`config.mk`:
```
export PLATFORM = sky130hd
export DESIGN_NAME = csr_exec_flat
export DESIGN_NICKNAME = d
export VERILOG_FILES = /design/src/rtl/csr_exec_if.sv /design/src/rtl/csr_exec.sv /design/src/flat_wrapper.sv
export SDC_FILE = /design/constraint.sdc
export NUM_CORES = 1
export LEC_CHECK = 0
export CORE_ASPECT_RATIO = 0.8
export CORE_MARGIN = 2
export CORE_UTILIZATION = 29
export DETAILED_ROUTE_END_ITERATION = 12
export PLACE_DENSITY = 0.65
export SYNTH_ARGS = -nofsm -noshare
export SYNTH_HDL_FRONTEND = slang
export SYNTH_SLANG_ARGS = --single-unit
```
`constraint.sdc`:
```
create_clock -name clk_i -period 1.9 [get_ports clk_i]
set_input_delay 0.475 -clock clk_i [delete_from_list [all_inputs] [get_ports clk_i]]
set_output_delay 0.475 -clock clk_i [all_outputs]
set_load 0.02 [all_outputs]
```
`src/rtl/csr_exec_if.sv`:
```
// CSR execution unit bus: request, CSR-file access and writeback response.
interface csr_exec_if;
  // request
  logic        req_valid_i;
  logic        req_ready_o;
  logic [2:0]  req_funct3_i;
  logic [11:0] req_csr_i;
  logic [4:0]  req_rs1_idx_i;
  logic [31:0] req_rs1_val_i;
  logic [4:0]  req_rd_idx_i;
  // CSR file
  logic [11:0] csr_rs_o;
  logic [31:0] csr_out_i;
  logic [11:0] csr_rd_o;
  logic [31:0] csr_in_o;
  logic        csr_we_o;
  // writeback response
  logic        resp_valid_o;
  logic        resp_ready_i;
  logic [4:0]  resp_rd_idx_o;
  logic [31:0] resp_data_o;
  logic        resp_rd_we_o;
  logic        resp_illegal_o;

  modport slave (
    input  req_valid_i, req_funct3_i, req_csr_i, req_rs1_idx_i, req_rs1_val_i,
           req_rd_idx_i, csr_out_i, resp_ready_i,
    output req_ready_o, csr_rs_o, csr_rd_o, csr_in_o, csr_we_o,
           resp_valid_o, resp_rd_idx_o, resp_data_o, resp_rd_we_o, resp_illegal_o
  );

  modport master (
    output req_valid_i, req_funct3_i, req_csr_i, req_rs1_idx_i, req_rs1_val_i,
           req_rd_idx_i, csr_out_i, resp_ready_i,
    input  req_ready_o, csr_rs_o, csr_rd_o, csr_in_o, csr_we_o,
           resp_valid_o, resp_rd_idx_o, resp_data_o, resp_rd_we_o, resp_illegal_o
  );
endinterface

```
`src/rtl/csr_exec.sv`:
```
// CSR instruction executor: read old value, compute and write new value,
// return the old value to writeback. One request in flight at a time.
module csr_exec #(
  parameter bit RO_CHECK = 1'b1
) (
  input  logic      clk_i,
  input  logic      reset_i,
  csr_exec_if.slave bus
);

  typedef enum logic [1:0] {
    ST_IDLE  = 2'd0,
    ST_READ  = 2'd1,
    ST_WRITE = 2'd2,
    ST_RESP  = 2'd3
  } state_t;

  state_t      r_state;
  state_t      w_next;

  logic [2:0]  r_funct3;
  logic [11:0] r_csr;
  logic [4:0]  r_rs1_idx;
  logic [31:0] r_rs1_val;
  logic [4:0]  r_rd_idx;
  logic [31:0] r_old;

  logic [31:0] w_src;
  logic [31:0] w_new;
  logic        w_wr_en;
  logic        w_illegal;
  logic        w_accept;

  assign w_accept = bus.req_valid_i && (r_state == ST_IDLE);

  // State register
  always_ff @(posedge clk_i) begin
    if (reset_i) r_state <= ST_IDLE;
    else         r_state <= w_next;
  end

  // Next-state logic
  always_comb begin
    w_next = r_state;
    case (r_state)
      ST_IDLE:  if (bus.req_valid_i) w_next = ST_READ;
      ST_READ:  w_next = ST_WRITE;
      ST_WRITE: w_next = ST_RESP;
      ST_RESP:  if (bus.resp_ready_i) w_next = ST_IDLE;
      default:  w_next = ST_IDLE;
    endcase
  end

  // Request fields latched on accept; old CSR value captured in READ
  always_ff @(posedge clk_i) begin
    if (reset_i) begin
      r_funct3  <= '0;
      r_csr     <= '0;
      r_rs1_idx <= '0;
      r_rs1_val <= '0;
      r_rd_idx  <= '0;
      r_old     <= '0;
    end else begin
      if (w_accept) begin
        r_funct3  <= bus.req_funct3_i;
        r_csr     <= bus.req_csr_i;
        r_rs1_idx <= bus.req_rs1_idx_i;
        r_rs1_val <= bus.req_rs1_val_i;
        r_rd_idx  <= bus.req_rd_idx_i;
      end
      if (r_state == ST_READ) r_old <= bus.csr_out_i;
    end
  end

  // Operand select, new-value computation, write enable and legality
  always_comb begin
    w_src = r_funct3[2] ? {27'b0, r_rs1_idx} : r_rs1_val;
    w_new = '0;
    case (r_funct3[1:0])
      2'b01:   w_new = w_src;
      2'b10:   w_new = r_old | w_src;
      2'b11:   w_new = r_old & ~w_src;
      default: w_new = '0;
    endcase
    // set/clear with a zero source leave the CSR untouched
    w_wr_en   = (r_funct3[1:0] == 2'b01) || (r_rs1_idx != 5'd0);
    w_illegal = (r_funct3[1:0] == 2'b00) ||
                (RO_CHECK && (r_csr[11:10] == 2'b11) && w_wr_en);
  end

  assign bus.req_ready_o = (r_state == ST_IDLE);
  assign bus.csr_rs_o    = r_csr;
  assign bus.csr_rd_o    = r_csr;
  // Strobe is masked by reset so an aborted WRITE never reaches the CSR file
  assign bus.csr_we_o    = (r_state == ST_WRITE) && w_wr_en && !w_illegal && !reset_i;
  assign bus.csr_in_o    = bus.csr_we_o ? w_new : '0;

  assign bus.resp_valid_o   = (r_state == ST_RESP);
  assign bus.resp_rd_idx_o  = r_rd_idx;
  assign bus.resp_data_o    = r_old;
  assign bus.resp_illegal_o = (r_state == ST_RESP) && w_illegal;
  assign bus.resp_rd_we_o   = (r_state == ST_RESP) && !w_illegal && (r_rd_idx != 5'd0);

endmodule

```
`src/flat_wrapper.sv`:
```
// flat-port wrapper written by rule: the top's interface ports become plain ports
module csr_exec_flat 
#(
  parameter bit RO_CHECK = 1'b1
)
  (clk_i, reset_i, bus_req_valid_i, bus_req_funct3_i, bus_req_csr_i, bus_req_rs1_idx_i, bus_req_rs1_val_i, bus_req_rd_idx_i, bus_csr_out_i, bus_resp_ready_i, bus_req_ready_o, bus_csr_rs_o, bus_csr_rd_o, bus_csr_in_o, bus_csr_we_o, bus_resp_valid_o, bus_resp_rd_idx_o, bus_resp_data_o, bus_resp_rd_we_o, bus_resp_illegal_o);
  csr_exec_if bus_i ();
  input  logic clk_i;
  input  logic reset_i;
  input wire logic [$bits(bus_i.req_valid_i)-1:0] bus_req_valid_i;
  input wire logic [$bits(bus_i.req_funct3_i)-1:0] bus_req_funct3_i;
  input wire logic [$bits(bus_i.req_csr_i)-1:0] bus_req_csr_i;
  input wire logic [$bits(bus_i.req_rs1_idx_i)-1:0] bus_req_rs1_idx_i;
  input wire logic [$bits(bus_i.req_rs1_val_i)-1:0] bus_req_rs1_val_i;
  input wire logic [$bits(bus_i.req_rd_idx_i)-1:0] bus_req_rd_idx_i;
  input wire logic [$bits(bus_i.csr_out_i)-1:0] bus_csr_out_i;
  input wire logic [$bits(bus_i.resp_ready_i)-1:0] bus_resp_ready_i;
  output wire logic [$bits(bus_i.req_ready_o)-1:0] bus_req_ready_o;
  output wire logic [$bits(bus_i.csr_rs_o)-1:0] bus_csr_rs_o;
  output wire logic [$bits(bus_i.csr_rd_o)-1:0] bus_csr_rd_o;
  output wire logic [$bits(bus_i.csr_in_o)-1:0] bus_csr_in_o;
  output wire logic [$bits(bus_i.csr_we_o)-1:0] bus_csr_we_o;
  output wire logic [$bits(bus_i.resp_valid_o)-1:0] bus_resp_valid_o;
  output wire logic [$bits(bus_i.resp_rd_idx_o)-1:0] bus_resp_rd_idx_o;
  output wire logic [$bits(bus_i.resp_data_o)-1:0] bus_resp_data_o;
  output wire logic [$bits(bus_i.resp_rd_we_o)-1:0] bus_resp_rd_we_o;
  output wire logic [$bits(bus_i.resp_illegal_o)-1:0] bus_resp_illegal_o;
  assign bus_i.req_valid_i = bus_req_valid_i;
  assign bus_i.req_funct3_i = bus_req_funct3_i;
  assign bus_i.req_csr_i = bus_req_csr_i;
  assign bus_i.req_rs1_idx_i = bus_req_rs1_idx_i;
  assign bus_i.req_rs1_val_i = bus_req_rs1_val_i;
  assign bus_i.req_rd_idx_i = bus_req_rd_idx_i;
  assign bus_i.csr_out_i = bus_csr_out_i;
  assign bus_i.resp_ready_i = bus_resp_ready_i;
  assign bus_req_ready_o = bus_i.req_ready_o;
  assign bus_csr_rs_o = bus_i.csr_rs_o;
  assign bus_csr_rd_o = bus_i.csr_rd_o;
  assign bus_csr_in_o = bus_i.csr_in_o;
  assign bus_csr_we_o = bus_i.csr_we_o;
  assign bus_resp_valid_o = bus_i.resp_valid_o;
  assign bus_resp_rd_idx_o = bus_i.resp_rd_idx_o;
  assign bus_resp_data_o = bus_i.resp_data_o;
  assign bus_resp_rd_we_o = bus_i.resp_rd_we_o;
  assign bus_resp_illegal_o = bus_i.resp_illegal_o;
  csr_exec #(.RO_CHECK(RO_CHECK)) u_core (.clk_i(clk_i), .reset_i(reset_i), .bus(bus_i));
endmodule
```
## Yosys cells after proc, flatten, opt, wreduce, memory -nomap -nowiden

Cells that the tools add are included.

| cells by class | value |
|---|---|
| reduce and logical (&&, ||, !) cells | 17 |
| eq/ne operators | 9 |
| bitwise logic cells | 3 |
| mux-type cells | 6 |

Operator list:

| cell | number |
|---|---|
| $pmux W32 S3 | 1 |
| $mux W32 | 2 |
| $and A32 B32 Y32 | 1 |
| $not A32 Y32 | 1 |
| $or A32 B32 Y32 | 1 |
| $eq A2 B2 Y1 const B | 5 |
| $reduce_bool A5 Y1 | 2 |
| $logic_and A1 B1 Y1 | 8 |
| $pmux W2 S4 | 1 |
| $eq A2 B1 Y1 const B | 2 |
| $logic_not A2 Y1 | 2 |
| $mux W2 | 2 |
| $ne A2 B2 Y1 const B | 2 |
| $logic_not A1 Y1 | 2 |
| $logic_or A1 B1 Y1 | 2 |
| $reduce_and A2 Y1 | 1 |

| storage, ports and cells | value |
|---|---|
| logic and storage cells | 42 |
| output and inout bits | 98 |
| input port bits | 93 |
| flip-flop bits (word level) | 91 |

## Logic depth before layout (Yosys ltp)

Gate-level depths: netlist of the first run.

| logic depth | value |
|---|---|
| depth after elaboration | 8 |
| mapped depth | 7 |
| depth with buffers taken out | 5 |

## Worst setup path before layout of the first run

No wires, ideal clock.

| path | value |
|---|---|
| path kind | register to output |
| from | reg u_core.r_state[0] |
| to | out bus_csr_in_o[3] |
| required time | 1.425 ns |
| arrival time | 1.563 ns |
| cell stages (with the launch flop) | 6 |
| path slack | -0.138 ns |
| cell sequence | dfxtp_1 inv_1 ha_1 o2111ai_1 clkbuf_1 a211oi_1 |

| on the way | value |
|---|---|
| word-level cells in the longest chain between the ends | 5 |

RTL lines:

| item | RTL line | source |
|---|---|---|
| start, declared | csr_exec.sv:18 | `state_t r_state;` |
| start signal, assigned | csr_exec.sv:39 | `else r_state <= w_next;` |
| $eq A2 B2 Y1 | csr_exec.sv:95 | `assign bus.csr_we_o = (r_state == ST_WRITE) && w_wr_en && !w_illegal && !reset_i;` |
| $logic_and A1 B1 Y1 (3 in series) | csr_exec.sv:95 |  |
| $mux W32 | csr_exec.sv:96 | `assign bus.csr_in_o = bus.csr_we_o ? w_new : '0;` |
| end, declared | flat_wrapper.sv:21 | `output wire logic [$bits(bus_i.csr_in_o)-1:0] bus_csr_in_o;` |

Every way passes these cells.

## Final worst setup path of the first run

| path | value |
|---|---|
| from | reg u_core.r_rs1_idx[4] |
| to | out bus_csr_in_o[15] |

| on the way | value |
|---|---|
| word-level cells in the longest chain between the ends | 8 |
| elaborated cells between the ends (all ways) | 9 |
| those cells by class | mux (1); reduce/logical (8) |

RTL lines:

| item | RTL line | source |
|---|---|---|
| start, declared | csr_exec.sv:23 | `logic [4:0] r_rs1_idx;` |
| start signal, assigned | csr_exec.sv:67 | `r_rs1_idx <= bus.req_rs1_idx_i;` |
| $reduce_bool A5 Y1 (*) | csr_exec.sv:86 | `w_wr_en = (r_funct3[1:0] == 2'b01) \|\| (r_rs1_idx != 5'd0);` |
| $logic_or A1 B1 Y1 (*) | csr_exec.sv:86 |  |
| $logic_and A1 B1 Y1 | csr_exec.sv:88 | `(RO_CHECK && (r_csr[11:10] == 2'b11) && w_wr_en);` |
| $logic_or A1 B1 Y1 | csr_exec.sv:87 | `w_illegal = (r_funct3[1:0] == 2'b00) \|\|` |
| $logic_not A1 Y1 | csr_exec.sv:95 |  |
| $logic_and A1 B1 Y1 (*) (2 in series) | csr_exec.sv:95 |  |
| $mux W32 (*) | csr_exec.sv:96 |  |

Every way passes the cells marked *; elsewhere a longest branch is shown, timed or not.

==> qor.txt, run 1 <==
Result of the run: finished with violations
Failing checks: negative setup slack
Max-slew headroom at the worst pin: 36.2%
Clock transition at the registers of the reported paths: 0.06 ns
Clock root buffer: sky130_fd_sc_hd__clkbuf_16
Number of global-route vias before repair: 4594
Initial antenna violation count: 0
Hold-fix buffers, CTS: 0
Launching point of the worst reg2reg path: u_core.r_state[1]
Cell row count: 40
Worst min-delay path endpoint: u_core.r_rs1_val[25]
Critical register-to-register path endpoint: u_core.bus.resp_data_o[29]
Total Die Area: 16000 sq um
Clock H-tree levels: 3
Number of synthesized flops with an enable pin: 0
Net count of the mapped netlist: 640
Chain of cells forming the critical path: or4_4, nor3_4, buf_6, nor3_1, clkdlybuf4s15_1
Quantity of I/O buffers inserted on ports: 190
Fmax: 413 MHz
Antenna violation net count after detailed routing: 0
Final critical-path setup slack: -0.520 ns
DP HPWL: 10.2 mm
Static Leak: 3.26 nW
Pins over their slew limit: 0
Area of the core: 14900 sq um
Final standard cell count with taps included and fillers excluded: 955
RSZ-0062 raised after global routing: true
Fin. Hold Viols: 0
Relative area change from synthesis to final layout: 71.1%
FF-to-FF path depth: 7
Setup Viol. Count Final: 35
Shortest period the worst path allows: 2.42 ns
Portion of total power attributed to the clock network: 19.9%
FF-to-FF setup slack: 0.26 ns
Ys flop type: sky130_fd_sc_hd__dfxtp_1
All-layer global routing usage: 17.9%
Routability Congestion: 0.786
Post-placement setup slack: -0.589 ns
Largest buffer count on any clock path: 2
Initial core utilization: 29.3%
Number of remaining DRC errors: 0
Worst EP required: 1.42 ns
Worst Tran Pin Value: 0.957 ns
Cell area after synthesis: 4360 sq um
Sequential cell fraction of total power: 29.7%
Worst hold stages: 2
Total power density per cell area: 1180 nW/um^2
Number of buffers inserted during clock tree synthesis: 9
Total I/O pin count: 191
Combinational group share of total power: 50.5%
Data arrival time of the critical path: 1.95 ns
Insertion delay of the later-clocked pin in the worst-skew pair: 0.34 ns
Class of the most critical hold timing path: reg2reg
Endpoint kind of the worst setup timing path: output port
Die outline width: 141 um
Detailed-route vias per instance: 4.65
Switching Share: 37.5%
Max Clock Skew: 0.00770 ns
ANT cells: 0
1st-iter DRT viols: 233
Worst Min Path Start: u_core.r_rs1_val[25]
Grt ovf: 0
Post-synthesis async set-or-reset flop share: 0%
Net switching power figure: 3.30 mW
Pre-Repair DR Iteration Count: 4
Internal: 5.50 mW
Number of flip-flops and latches in the synthesized netlist: 91
Critical path startpoint category: flop
Syn Inst Count: 542
Maximum resistive drop on vdd: 0.470 mV
Number of distinct standard cells referenced by the synthesized netlist: 31
Maximum single-stage delay on the critical path: 0.54 ns
Number of nets in the layout: 859
Ratio of cells with drive above 1 in the final layout: 23.2%
Maximum number of pins on one net before global-route repair: 92
Setup CP Type: reg2out
Detailed Route WL: 14.5 mm
Clock tree from TritonCTS: done
Mean cell area of the mapped netlist: 8.04 sq um
TritonCTS sink count: 91
Global-route wire length before repair: 22.7 mm
DR vias: 4443
Instance count after placement with tap cells included: 936
Worst path slowest cell: sky130_fd_sc_hd__or4_4
Max-cap violations: 0
WL per Instance: 15.2 um
Peak fanout along the critical path: 16
Synth warnings: 0
Share of synthesized area occupied by flip-flops and latches: 41.8%
Die Y: 114 um
Tcrit/Tclk final: 127%
## stage by stage
step | area (sq um) | hold WS, ns | TNS (ns) | utilization (%) | power, mW
global placement | 6860 | 0.444 | -17.02 | 46.2 | 6.73
global route | 7450 | 0.475 | -19.41 | 50.2 | 9.37
detailed placement | 6860 | 0.447 | -17.01 | 46.2 | 6.84
floorplan | 4380 | 0.436 | -3.37 | - | 4.91
finish | 7450 | 0.454 | -16.20 | 50.2 | 8.80
CTS | 7120 | 0.457 | -17.30 | 47.9 | 8.68
## worst max-delay path by stage
stage / start / endpoint / slack (ns) / cells past startpoint
6_report: u_core.r_rs1_idx[4] / bus_csr_in_o[15] / -0.52 / 5
3_5_place_dp: u_core.r_funct3[2] / bus_csr_in_o[29] / -0.59 / 5
3_3_place_gp: u_core.r_funct3[2] / bus_csr_in_o[25] / -0.56 / 5
2_1_floorplan: u_core.r_state[0] / bus_csr_in_o[3] / -0.14 / 5
5_1_grt: u_core.r_rs1_idx[0] / bus_csr_in_o[11] / -0.63 / 5
4_1_cts: u_core.r_funct3[1] / bus_csr_in_o[15] / -0.56 / 5
## cell usage after synthesis, types with 2 or more instances
library cell / n / area [sq um]
sky130_fd_sc_hd__buf_1: 4 / 15.0
sky130_fd_sc_hd__nand2b_1: 27 / 169
sky130_fd_sc_hd__nand2_1: 144 / 541
sky130_fd_sc_hd__inv_1: 3 / 11.3
sky130_fd_sc_hd__o21a_1: 2 / 15.0
sky130_fd_sc_hd__mux2_2: 27 / 304
sky130_fd_sc_hd__ha_1: 5 / 62.6
sky130_fd_sc_hd__nor3_1: 29 / 145
sky130_fd_sc_hd__a21oi_1: 59 / 295
sky130_fd_sc_hd__buf_6: 3 / 33.8
sky130_fd_sc_hd__buf_4: 12 / 90.1
sky130_fd_sc_hd__buf_2: 5 / 25.0
sky130_fd_sc_hd__clkbuf_1: 28 / 105
sky130_fd_sc_hd__nor2b_1: 3 / 18.8
sky130_fd_sc_hd__dfxtp_1: 91 / 1820
sky130_fd_sc_hd__nand3_1: 6 / 30.0
sky130_fd_sc_hd__o21ai_0: 2 / 10.0
sky130_fd_sc_hd__a211oi_1: 5 / 37.5
sky130_fd_sc_hd__or2_2: 5 / 31.3
sky130_fd_sc_hd__mux2i_1: 37 / 370
sky130_fd_sc_hd__nor2_1: 35 / 131
## area by class of cell
class | count | area, sq um
clock buffers | 15 | 288
clock inverters | 1 | 5.00
fillers | 1345 | 7410
inverters | 3 | 11.3
multi-input cells | 394 | 2470
flip-flops and latches | 91 | 1830
well taps | 189 | 236
repair buffers | 262 | 2620
## worst max-delay path: cells and delay by family (launching register included)
kind / cells / cell delay [ns]
AND/OR/NAND/NOR: 3 / 0.78
flip-flops: 1 / 0.31
buffers and inverters: 2 / 0.51
## sequential cells by signal, summed over array words and instances, names as in the netlist
name and count:
u_core.r_rs1_idx 5, u_core.bus.resp_data_o 32, u_core.r_funct3 3, u_core.bus.resp_rd_idx_o 5
u_core.r_rs1_val 32, u_core.bus.csr_rd_o 12, u_core.r_state 2
## logic make-up after synthesis
kind of cell	after synthesis	share of synthesized area, %
buffers and inverters	57	6.86
adders and majority gates	5	1.44
and+or+nand+nor	254	25.6
DFF	91	41.8
xor gates and xnor gates	1	0.201
muxes	64	15.5
AOI/OAI and AO/OA	70	8.62
## repair_timing
action	CTS	global route
pin swaps	0	13
setup buffers	2	0
setup endpoints to repair	42	59
resized for setup	157	101
cloned	0	1
## placed cells by master (no fill, tap or decap), types with 2 or more instances in the layout
cell type,Yosys,layout
sky130_fd_sc_hd__clkbuf_8,1,4
sky130_fd_sc_hd__nor3_1,29,13
sky130_fd_sc_hd__o21a_1,2,2
sky130_fd_sc_hd__a211oi_1,5,4
sky130_fd_sc_hd__nand2b_1,27,27
sky130_fd_sc_hd__clkbuf_16,0,10
sky130_fd_sc_hd__buf_12,0,7
sky130_fd_sc_hd__mux2_2,27,27
sky130_fd_sc_hd__buf_2,5,4
sky130_fd_sc_hd__dfxtp_1,91,87
sky130_fd_sc_hd__inv_1,3,3
sky130_fd_sc_hd__clkbuf_1,28,2
sky130_fd_sc_hd__mux2i_1,37,37
sky130_fd_sc_hd__dlymetal6s2s_1,0,24
sky130_fd_sc_hd__or2_2,5,5
sky130_fd_sc_hd__buf_4,12,61
sky130_fd_sc_hd__clkdlybuf4s15_1,0,10
sky130_fd_sc_hd__nor3_4,1,16
sky130_fd_sc_hd__a21oi_1,59,59
sky130_fd_sc_hd__nor2_1,35,34
sky130_fd_sc_hd__dfxtp_2,0,4
sky130_fd_sc_hd__ha_1,5,4
sky130_fd_sc_hd__nor2b_1,3,2
sky130_fd_sc_hd__buf_6,3,25
sky130_fd_sc_hd__nand3_1,6,6
sky130_fd_sc_hd__dlygate4sd2_1,0,5
sky130_fd_sc_hd__o21ai_0,2,2
sky130_fd_sc_hd__nand2_1,144,143
sky130_fd_sc_hd__clkdlybuf4s50_1,0,123
## layer usage
layer	global-route usage (%)	up-vias	routed length (um)
met4	4.73	0	135
met3	5.54	13	1050
met5	0	-	0
li1	-	2218	-
met1	21.9	2064	6280
met2	30.7	148	7010
## power by group through the flow
stage / sequential [mW] / clock, mW / combinational [mW]
CTS: 2.61 / 1.81 / 4.26
global placement: 2.62 / 0 / 4.10
detailed placement: 2.64 / 0 / 4.19
global route: 2.67 / 1.89 / 4.81
floorplan: 2.92 / 0 / 2.00
finish: 2.61 / 1.75 / 4.44
Note: power is estimated with default switching activity, not from simulation.
==> run 2, diff against run 1 <==
Settings changed: GPL_ROUTABILITY_DRIVEN set to 1.
==> results of run 2 <==
The final DEF is identical to that of run 1; final timing and power are the same.
==> run 3, diff against run 2 <==
Settings changed: PLACE_DENSITY 0.65 to not set, SLEW_MARGIN set to 10.
==> run 3 against run 2 <==
  * The run still ends with negative setup slack left
  * Critical endpoint is now bus_csr_in_o[19]
  * Non-clock buffer count grew 9
  * Final cell count grew 0.94%
  * Critical path depth up 2
  * Wire length is 0.35% lower
==> qor.txt, run 3 (synthesis results as in run 1) <==
Max-slew headroom at the worst pin: 36.5% (+0.30 points)
Fmax: 396 MHz (-4.2%)
Shortest period the worst path allows: 2.53 ns (+0.107 ns)
Maximum number of pins on one net before global-route repair: 92 (unchanged)
Die outline width: 141 um (unchanged)
Failing checks: negative setup slack
Maximum single-stage delay on the critical path: 0.54 ns (about the same)
Number of global-route vias before repair: 4441 (-3.3%)
TritonCTS sink count: 91 (unchanged)
DR vias: 4428 (-0.34%)
Class of the most critical hold timing path: reg2reg
Detailed-route vias per instance: 4.59 (-1.3%)
WL per Instance: 15.0 um (-1.3%)
DP HPWL: 10.2 mm (-0.19%)
Path length in cells of the critical path: 7 (+2)
Relative area change from synthesis to final layout: 71.8%
Antenna violation net count after detailed routing: 0 (unchanged)
Cell row count: 40 (unchanged)
Data arrival time of the critical path: 2.05 ns (+0.10 ns)
Static Leak: 3.20 nW (-1.9%)
Peak fanout along the critical path: 8 (-8)
Fin. Hold Viols: 0 (unchanged)
Maximum resistive drop on vdd: 0.708 mV (+51%)
Routability Congestion: 0.775 (-1.4%)
Multi-input gate area in the final layout: 2450 sq um (-0.81%)
Clock tree from TritonCTS: done
Cell with the most instances on the worst path: sky130_fd_sc_hd__buf_6
Total I/O pin count: 191 (unchanged)
Grt ovf: 0 (unchanged)
Result of the run: finished with violations
Max Clock Skew: 0.00405 ns (-0.00365 ns)
Family with the most delay on the worst path: simple AND/OR/NAND/NOR gates
ANT cells: 0 (unchanged)
Max-cap violations: 0 (unchanged)
Pre-Repair DR Iteration Count: 4 (unchanged)
Number of remaining DRC errors: 0 (unchanged)
Largest buffer count on any clock path: 2 (unchanged)
Final critical-path setup slack: -0.628 ns (-0.107 ns)
Number of nets in the layout: 868 (+1.0%)
Filler cells: 1349 (+0.30%)
Worst EP required: 1.42 ns (about the same)
Critical path startpoint category: flop
Insertion delay of the later-clocked pin in the worst-skew pair: 0.35 ns (about the same)
Tcrit/Tclk final: 133% (+5.7 points)
1st-iter DRT viols: 222 (-4.7%)
Die Y: 114 um (unchanged)
Quantity of I/O buffers inserted on ports: 190 (unchanged)
Post-placement setup slack: -0.542 ns (+0.0470 ns)
Pins over their slew limit: 0 (unchanged)
RSZ-0062 raised after global routing: true
Number of buffers and inverters on the critical path: 4 (+2)
Initial core utilization: 29.3% (unchanged)
Ratio of cells with drive above 1 in the final layout: 26.3% (+3.1 points)
Clock root buffer: sky130_fd_sc_hd__clkbuf_16
All-layer global routing usage: 17.6% (-0.32 points)
Initial antenna violation count: 0 (unchanged)
Global-route wire length before repair: 22.3 mm (-1.6%)
Hold-fix buffers, CTS: 0 (unchanged)
Detailed Route WL: 14.4 mm (-0.35%)
Clock transition at the registers of the reported paths: 0.06 ns (about the same)
Worst Tran Pin Value: 0.952 ns (-0.00454 ns)
Total Die Area: 16000 sq um (unchanged)
Register cell area after layout: 1830 sq um (about the same)
Clock H-tree levels: 3 (unchanged)
FF-to-FF path depth: 7 (unchanged)
Fin Hold WS: 0.454 ns (+0.000332 ns)
Most common library cell in the layout ignoring fill and taps: sky130_fd_sc_hd__nand2_1
Chain of cells forming the critical path: or4_4, nor3_4, buf_6, buf_12, buf_6, nor3_2, buf_4
Area of the core: 14900 sq um (unchanged)
Setup CP Type: reg2out
Top library cells by usage in the layout, fill and taps aside: sky130_fd_sc_hd__nand2_1 (143), sky130_fd_sc_hd__clkdlybuf4s50_1 (126), sky130_fd_sc_hd__dfxtp_1 (86)
Number of buffers inserted during clock tree synthesis: 9 (unchanged)
Worst hold stages: 2 (unchanged)
Setup Viol. Count Final: 35 (unchanged)
Total power density per cell area: 1230 nW/um^2 (+4.3%)
Endpoint kind of the worst setup timing path: output port
Worst path slowest cell: sky130_fd_sc_hd__or4_4
==> run 3: cell types whose count changed in the layout (fill, tap and decap cells not counted), moves of 4 or more <==
cell                              previous run  this run
sky130_fd_sc_hd__buf_4                      61        77
sky130_fd_sc_hd__clkdlybuf4s15_1            10         0
sky130_fd_sc_hd__nor3_2                      1         9
sky130_fd_sc_hd__nor3_4                     16        10
sky130_fd_sc_hd__clkbuf_8                    4         0
sky130_fd_sc_hd__dlymetal6s2s_1             24        20
==> run 3: final timing paths <==
path | from | end | slack, ns
max reg2reg | u_core.r_state[0] | u_core.r_state[1] | 0.20
min reg2reg | u_core.r_rs1_val[27] | u_core.r_rs1_val[27] | 0.45
max | u_core.r_rs1_idx[0] | bus_csr_in_o[19] | -0.63
min | u_core.r_rs1_val[27] | u_core.r_rs1_val[27] | 0.45
==> run 3: layout make-up <==
class,instances,share of cell area (%)
Sequential cell,91,24.4
Tap cell,189,3.16
Clock inverter,5,1.04
Inverter,3,0.150
Multi-Input combinational cell,394,32.7
Timing Repair Buffer,271,35.4
Clock buffer,11,3.11
==> run 3: what timing repair did <==
| item | in CTS | in global routing |
|---|---|---|
| endpoints found under the setup margin | 43 | 57 |
| gates cloned | 1 | 0 |
| pin swaps | 3 | 14 |
| gates resized for setup | 185 | 107 |
| setup buffers | 11 | 6 |
==> run 3: power by group <==
group	switching (mW)	internal, mW
Clock	0.745	1.15
Sequential	0.265	2.35
Combinational	2.32	2.39
==> run 3: worst reg2reg max path, stage by stage, from the launching register on <==
cell and delay [ns]:
sky130_fd_sc_hd__dfxtp_2 0.32, sky130_fd_sc_hd__buf_4 0.13, sky130_fd_sc_hd__ha_2 0.18, sky130_fd_sc_hd__buf_4 0.13, sky130_fd_sc_hd__buf_4 0.13, sky130_fd_sc_hd__nor2b_1 0.15
sky130_fd_sc_hd__or3b_2 0.47, sky130_fd_sc_hd__a21oi_1 0.12
==> run 3: stage by stage <==
stage               cell area (sq um)  power (mW)  TNS [ns]  instances  utilization [%]
global route                     7490        9.80    -21.62        964             50.4
CTS                              7230        9.15    -18.27        960             48.6
global placement                 6870        6.82    -16.90        932             46.2
finish                           7490        9.22    -18.82        964             50.4
floorplan                        4380        4.91     -3.37        542                -
detailed placement               6870        6.90    -17.16        932             46.2
==> run 3: routing by layer <==
metal  up-vias  routed length (um)  GRT usage [%]  share of wire [%]
met3        13                 947           5.29                6.6
li1       2233                   -              -                  -
met1      2045                6630           22.5                 46
met5         -                   0              0                  0
met4         0                 159           4.73                1.1
met2       137                6700           28.9                 46
